--- config.mk ---
export PLATFORM = sky130hd
export DESIGN_NAME = countdown_timer_flat
export DESIGN_NICKNAME = d
export VERILOG_FILES = /design/src/rtl/countdown_timer_if.sv /design/src/rtl/countdown_timer.sv /design/src/flat_wrapper.sv
export SDC_FILE = /design/constraint.sdc
export NUM_CORES = 1
export LEC_CHECK = 0
export ABC_AREA = 1
export BUFFER_PORTS_ARGS = -buffer_cell sky130_fd_sc_hd__buf_2
export CAP_MARGIN = 20
export CORE_MARGIN = 8
export CORE_UTILIZATION = 52
export CTS_CLUSTER_SIZE = 12
export DETAILED_ROUTE_END_ITERATION = 12
export PLACE_DENSITY = 0.8
export SYNTH_ARGS = -nofsm -noshare
export SYNTH_HDL_FRONTEND = slang
export SYNTH_SLANG_ARGS = --single-unit
--- constraint.sdc ---
create_clock -name i_clk -period 1.7 [get_ports i_clk]
set_input_delay 0.17 -clock i_clk [delete_from_list [all_inputs] [get_ports i_clk]]
set_output_delay 0.17 -clock i_clk [all_outputs]
set_load 0.02 [all_outputs]
--- src/rtl/countdown_timer_if.sv ---
// countdown_timer_if: control and status bundle for the loadable down-counter.
interface countdown_timer_if #(
    parameter int WIDTH = 12
);
    logic             i_load;
    logic [WIDTH-1:0] i_load_value;
    logic             i_mode;
    logic             i_en;
    logic             i_clear;
    logic [WIDTH-1:0] o_count;
    logic             o_expired;
    logic             o_busy;
    modport master (
        output i_load, i_load_value, i_mode, i_en, i_clear,
        input  o_count, o_expired, o_busy
    );
    modport slave (
        input  i_load, i_load_value, i_mode, i_en, i_clear,
        output o_count, o_expired, o_busy
    );
endinterface

--- src/rtl/countdown_timer.sv ---
// countdown_timer: loadable down-counter with one-shot/periodic terminal-count pulse.
module countdown_timer #(
    parameter int WIDTH = 12
) (
    input logic               i_clk,
    input logic               i_rst,
    countdown_timer_if.slave  bus
);
    typedef enum logic {IDLE, RUN} state_t;
    state_t           state;
    logic [WIDTH-1:0] reload;
    logic [WIDTH-1:0] count;
    logic             expired;
    always_ff @(posedge i_clk) begin
        if (i_rst) begin
            state   <= IDLE;
            reload  <= '0;
            count   <= '0;
            expired <= 1'b0;
        end else if (bus.i_clear) begin
            state   <= IDLE;
            count   <= '0;
            expired <= 1'b0;
        end else if (bus.i_load) begin
            reload  <= bus.i_load_value;
            count   <= bus.i_load_value;
            state   <= (bus.i_load_value != '0) ? RUN : IDLE;
            expired <= 1'b0;
        end else if (state == RUN && bus.i_en) begin
            // Terminal count: reload in periodic mode, otherwise stop at zero
            if (count == WIDTH'(1)) begin
                expired <= 1'b1;
                count   <= bus.i_mode ? reload : '0;
                state   <= bus.i_mode ? RUN : IDLE;
            end else begin
                count   <= count - WIDTH'(1);
                expired <= 1'b0;
            end
        end else begin
            expired <= 1'b0;
        end
    end
    assign bus.o_count   = count;
    assign bus.o_expired = expired;
    assign bus.o_busy    = (state == RUN);
endmodule

--- src/flat_wrapper.sv ---
// flat-port wrapper written by rule: the top's interface ports become plain ports
module countdown_timer_flat 
#(
    parameter int WIDTH = 12
)
  (i_clk, i_rst, bus_i_load, bus_i_load_value, bus_i_mode, bus_i_en, bus_i_clear, bus_o_count, bus_o_expired, bus_o_busy);
  countdown_timer_if #(.WIDTH(WIDTH)) bus_i ();
  input logic i_clk;
  input logic i_rst;
  input wire logic [$bits(bus_i.i_load)-1:0] bus_i_load;
  input wire logic [$bits(bus_i.i_load_value)-1:0] bus_i_load_value;
  input wire logic [$bits(bus_i.i_mode)-1:0] bus_i_mode;
  input wire logic [$bits(bus_i.i_en)-1:0] bus_i_en;
  input wire logic [$bits(bus_i.i_clear)-1:0] bus_i_clear;
  output wire logic [$bits(bus_i.o_count)-1:0] bus_o_count;
  output wire logic [$bits(bus_i.o_expired)-1:0] bus_o_expired;
  output wire logic [$bits(bus_i.o_busy)-1:0] bus_o_busy;
  assign bus_i.i_load = bus_i_load;
  assign bus_i.i_load_value = bus_i_load_value;
  assign bus_i.i_mode = bus_i_mode;
  assign bus_i.i_en = bus_i_en;
  assign bus_i.i_clear = bus_i_clear;
  assign bus_o_count = bus_i.o_count;
  assign bus_o_expired = bus_i.o_expired;
  assign bus_o_busy = bus_i.o_busy;
  countdown_timer #(.WIDTH(WIDTH)) u_core (.i_clk(i_clk), .i_rst(i_rst), .bus(bus_i));
endmodule
# Word level (Yosys, flattened, before mapping)
# Index checks and enable logic that the tools add are counted.
[op_classes]
n_addsub = 1
eq_ne = 1
n_mux = 10
bitwise = 2
n_reduce_logical = 8
[op_table]
columns = ["operator", "n"]
rows = [
  ["$mux W12", 4],
  ["$eq A12 B1 Y1 const B", 1],
  ["$reduce_bool A12 Y1", 1],
  ["$sub A12 B1 Y12 const B", 1],
  ["$mux W1", 6],
  ["$reduce_and A2 Y1", 2],
  ["$reduce_bool A2 Y1", 2],
  ["$reduce_or A4 Y1", 1],
  ["$not A1 Y1", 2],
  ["$reduce_or A2 Y1", 1],
  ["$logic_and A1 B1 Y1", 1],
]
[totals]
reg_bits = 26
out_inout_bits = 14
word_cells = 26

# Longest topological paths before layout
[logic_depth]
ltp_word = 4
depth_mapped = 10

# Least setup slack after synthesis
# OpenSTA, ideal clock, no wires.
[synth_path]
kind = "register to register"
from = "register u_core.count[1], in the netlist u_core.bus.o_count[1]"
to = "register u_core.count[1], in the netlist u_core.bus.o_count[1]"
setup_ps = 74
t_arrival_ps = 1439
t_required_ps = 1626
slack_ps = 187
path_stages_with_launch = 8
path_buffers = 0
synth_period_minus_slack_ps = 1513
path_cell_list = "dfxtp_1 -> inv_1 -> ha_1 -> nor3b_4 -> nand2_2 -> nand2_2 -> or2_2 -> a31oi_1"
[synth_between]
elab_chain_len = 4
[synth_lines]
columns = ["item", "line", "rtl"]
rows = [
  ["start, declared", "countdown_timer.sv:12", "logic [WIDTH-1:0] count;"],
  ["start signal, assigned", "countdown_timer.sv:26", "count <= bus.i_load_value;"],
  ["start signal, assigned", "countdown_timer.sv:33", "count <= bus.i_mode ? reload : '0;"],
  ["start signal, assigned", "countdown_timer.sv:36", "count <= count - WIDTH'(1);"],
  ["$sub A12 B1 Y12 or $eq A12 B1 Y1 (tied branches)", "countdown_timer.sv:36, countdown_timer.sv:31", ""],
  ["$mux W12 *", "countdown_timer.sv:31", "if (count == WIDTH'(1)) begin"],
  ["$mux W12 *", "countdown_timer.sv:29", "end else if (state == RUN && bus.i_en) begin"],
  ["$mux W12 *", "countdown_timer.sv:24", "end else if (bus.i_load) begin"],
]
# Mark *: on every way between the ends. The rest lies on a longest branch, timed or not. The select of a mux whose other input is x is not followed.
# A chain may end at the register's enable or synchronous reset.

# Worst setup path after layout
[layout_path]
from = "register u_core.count[1], in the netlist u_core.bus.o_count[1]"
to = "register u_core.count[8], in the netlist u_core.bus.o_count[8]"
# Same word-level chain as after synthesis.

==> impl_metrics.prom <==
# TYPE chip_impl_metric gauge
chip_impl_metric{name="insertion_delay",unit="ns"} 0.33
chip_impl_metric{name="drt_antenna_net_count",unit=""} 0
chip_impl_metric{name="critical_path.n_buffers_inverters",unit=""} 2
chip_impl_metric{name="syn2layout_area_growth",unit="%"} 16.7
chip_impl_metric{name="post_route_cells_drive_above_1_share",unit=""} 0.213
chip_impl_metric{name="first_iter_violations",unit=""} 114
chip_impl_metric{name="ios",unit=""} 32
chip_impl_metric{name="synth-edff-count",unit=""} 0
chip_impl_info{name="holdCritPathClass",value="in2reg"} 1
chip_impl_metric{name="syn_nets",unit=""} 240
chip_impl_info{name="start_kind",value="flop"} 1
chip_impl_metric{name="floorplan.die.width",unit="um"} 69.6
chip_impl_metric{name="drtPass1Iterations",unit=""} 4
chip_impl_metric{name="clkPwrFrac",unit=""} 0.247
chip_impl_metric{name="worst-slew-pin-transition",unit="ns"} 0.377
chip_impl_metric{name="grt_max_degree",unit=""} 17
chip_impl_metric{name="detail_route.drc_violations",unit=""} 0
chip_impl_metric{name="setup-violations-final",unit=""} 0
chip_impl_metric{name="timing.clock.skew",unit="ns"} 0.0102
chip_impl_metric{name="timing.final.max_slew_violations",unit=""} 0
chip_impl_metric{name="wire_length_per_cell_after_detailed_routing",unit="um"} 13.8
chip_impl_metric{name="viasPerCell",unit=""} 5.30
chip_impl_info{name="layout.cells.most_common",value="nand2_1"} 1
chip_impl_metric{name="placedCellCount",unit=""} 280
chip_impl_info{name="worstSetupPathType",value="reg2reg"} 1
chip_impl_metric{name="via_count",unit=""} 1504
chip_impl_metric{name="wl",unit="um"} 3930
chip_impl_metric{name="core-area",unit="um2"} 2730
chip_impl_metric{name="antenna_cells_inserted",unit=""} 0
chip_impl_metric{name="place.detailed.hpwl",unit="um"} 3080
chip_impl_info{name="timing.critical_path.cells",value="inv_1, ha_1, nor3b_4, nand2_2, nand2_2, inv_1, a21oi_1, a21oi_1"} 1
chip_impl_info{name="clock_tree.root_cell",value="clkbuf_4"} 1
chip_impl_metric{name="setup_slack",unit="ns"} 0.169
chip_impl_metric{name="cts_buf_count",unit=""} 3
chip_impl_metric{name="worst_max_slew_margin_expressed_relative_to_the_limit",unit=""} 0.746
chip_impl_metric{name="grt_first_pass_wirelength",unit="um"} 6640
chip_impl_metric{name="finalCriticalPeriod",unit="ns"} 1.53
chip_impl_metric{name="critical_path_data_required_time",unit="ns"} 1.93
chip_impl_metric{name="switching_share",unit=""} 0.324
chip_impl_metric{name="seq_area_frac_synth",unit=""} 0.349
chip_impl_metric{name="cts_num_sinks",unit=""} 26
chip_impl_info{name="cts_tree",value="built"} 1
chip_impl_info{name="outcome",value="finished, final reports clean"} 1
chip_impl_metric{name="grt_util_all_layers",unit=""} 0.163
chip_impl_metric{name="powerDensity",unit="nW/um2"} 761
chip_impl_metric{name="ir_drop",unit="mV"} 0.567
chip_impl_metric{name="synth_cell_type_count",unit=""} 28
chip_impl_metric{name="postCtsResizedCells",unit=""} 0
chip_impl_metric{name="switchingPower",unit="uW"} 430
chip_impl_metric{name="cts_hold_buf",unit=""} 0
chip_impl_info{name="most_frequent_cells_in_the_layout",value="58 x nand2_1, 31 x buf_2, 28 x inv_1"} 1
chip_impl_metric{name="final_core_utilization",unit=""} 0.637
chip_impl_metric{name="cts_setup_buffers",unit=""} 0
chip_impl_metric{name="chipHeight",unit="um"} 69.6
chip_impl_metric{name="synth.cell_area",unit="um2"} 1490
chip_impl_metric{name="start_util",unit=""} 0.546
chip_impl_metric{name="grt_pass1_vias",unit=""} 1447
chip_impl_info{name="grt_setup_unrepaired",value="false"} 1
chip_impl_metric{name="nets",unit=""} 274
chip_impl_metric{name="power_frac_comb",unit=""} 0.247
chip_impl_metric{name="final.period_utilization",unit=""} 0.901
chip_impl_metric{name="dieArea",unit="um2"} 4840
chip_impl_metric{name="worst_setup_hold_path_clk_slew",unit="ns"} 0.16
chip_impl_metric{name="ys_seq_elements",unit=""} 26
chip_impl_metric{name="share_seq_of_total_power",unit=""} 0.506
chip_impl_info{name="slowest_stage",value="dfxtp_1"} 1
chip_impl_metric{name="synthesis.instances",unit=""} 220
chip_impl_metric{name="critical_path.max_stage_delay",unit="ns"} 0.35
chip_impl_metric{name="placement.setup.worst_slack",unit="ns"} 0.194
chip_impl_info{name="cpLargestDelayFamily",value="simple AND/OR/NAND/NOR gates"} 1
chip_impl_metric{name="placed_cell_area",unit="um2"} 1710
chip_impl_metric{name="crit_fanout",unit=""} 6
chip_impl_metric{name="endpoint_arrival_time_on_the_critical_path",unit="ns"} 1.76
chip_impl_metric{name="instances_no_fill",unit=""} 284
chip_impl_metric{name="max-clock-path-buffers",unit=""} 2
chip_impl_metric{name="p_int",unit="uW"} 896
chip_impl_metric{name="drv_cap",unit=""} 0
chip_impl_metric{name="timing.final.hold_violations",unit=""} 0
chip_impl_info{name="synth-main-ff-cell",value="dfxtp_1"} 1
chip_impl_metric{name="place.gp.congestion",unit=""} 0.876
chip_impl_metric{name="timing.fmax",unit="MHz"} 653
chip_impl_metric{name="globalRoute.totalOverflow",unit=""} 0
chip_impl_metric{name="yosysWarningCount",unit=""} 0
chip_impl_metric{name="finish.instance_area",unit="um2"} 1740
chip_impl_metric{name="grt_antenna_before_repair",unit=""} 0
chip_impl_metric{name="totalNegativeSetupSlack",unit="ns"} 0
chip_impl_metric{name="fp-row-count",unit=""} 19
chip_impl_metric{name="synthesis.area_per_instance",unit="um2"} 6.78
chip_impl_metric{name="postSynth.asyncResetShare",unit=""} 0
chip_impl_metric{name="place.port_buffers",unit=""} 31
chip_impl_info{name="cp_endpoint_kind",value="flop"} 1
chip_impl_metric{name="htreeDepth",unit=""} 1
chip_impl_metric{name="power.leakage",unit="uW"} 0.000848
metal layers:
layer / up-vias / global-route usage / part of all wire
li1: 786 / - / -
met2: 39 / 0.261 / 0.46
met3: 2 / 0.0343 / 0.052
met5: - / 0 / 0
met1: 677 / 0.213 / 0.48
met4: 0 / 0.0433 / 0.0069
cell type report:
type                       instances  area (um2)
inverter                          28         105
tap                               31        38.8
clock buffer                       4        36.3
multi-input combinational        159         836
timing repair buffer              36         205
fill                             280         992
sequential                        26         520
worst paths after layout:
kind                           endpoint  slack [ns]  cells past startpoint                  start
setup / recovery  u_core.bus.o_count[8]        0.17                      8  u_core.bus.o_count[1]
hold / removal         u_core.reload[3]         0.1                      3    bus_i_load_value[3]
setup reg to reg  u_core.bus.o_count[8]        0.17                      8  u_core.bus.o_count[1]
hold reg to reg        u_core.reload[1]        0.48                      2       u_core.reload[1]
cells by family after synthesis:
kind of cell / share of synthesized area
simple gates: 0.340
compound gates: 0.174
buf+inv: 0.0914
flops: 0.349
xor+xnor: 0.0293
fa+ha+maj: 0.0168
cells in the mapped netlist (3+ instances only):
| cell | n | area share |
|---|---|---|
| nand2_2 | 4 | 0.017 |
| nor2_2 | 5 | 0.021 |
| nor2_1 | 20 | 0.050 |
| xor2_1 | 3 | 0.018 |
| o21ai_0 | 17 | 0.057 |
| buf_2 | 4 | 0.013 |
| a21oi_1 | 11 | 0.037 |
| clkbuf_1 | 3 | 0.0075 |
| inv_1 | 28 | 0.070 |
| a31oi_1 | 8 | 0.034 |
| nand4_1 | 3 | 0.013 |
| dfxtp_1 | 26 | 0.35 |
| nand2_1 | 58 | 0.15 |
| nand3_1 | 6 | 0.020 |
| a211oi_1 | 6 | 0.030 |
state kept, by name, indices dropped and copies added (netlist names):
| signal | cells |
|---|---|
| u_core.bus.o_busy | 1 |
| u_core.bus.o_count | 12 |
| u_core.reload | 12 |
| u_core.bus.o_expired | 1 |
through the flow:
step                      hold WS (ns)  total power, uW
after floorplan                  0.248              906
after CTS                       0.0869             1330
after global placement           0.448             1000
after global routing            0.0997             1400
after detailed placement         0.451             1010
final                           0.0968             1330
power groups by stage:
stage / Sequential, uW / Clock, uW / Combinational [uW]
after floorplan: 696 / 0 / 210
after global placement: 683 / 0 / 322
after detailed placement: 684 / 0 / 324
after CTS: 671 / 334 / 327
after global routing: 676 / 353 / 369
final: 671 / 327 / 327
tightest hold or removal path, delay by kind of cell:
family,cells,cell delay (ns)
buffers and inverters,1,0.11
AOI/OAI and AO/OA,1,0.06
and+or+nand+nor,1,0.06
(Power assumes the default switching activity.)
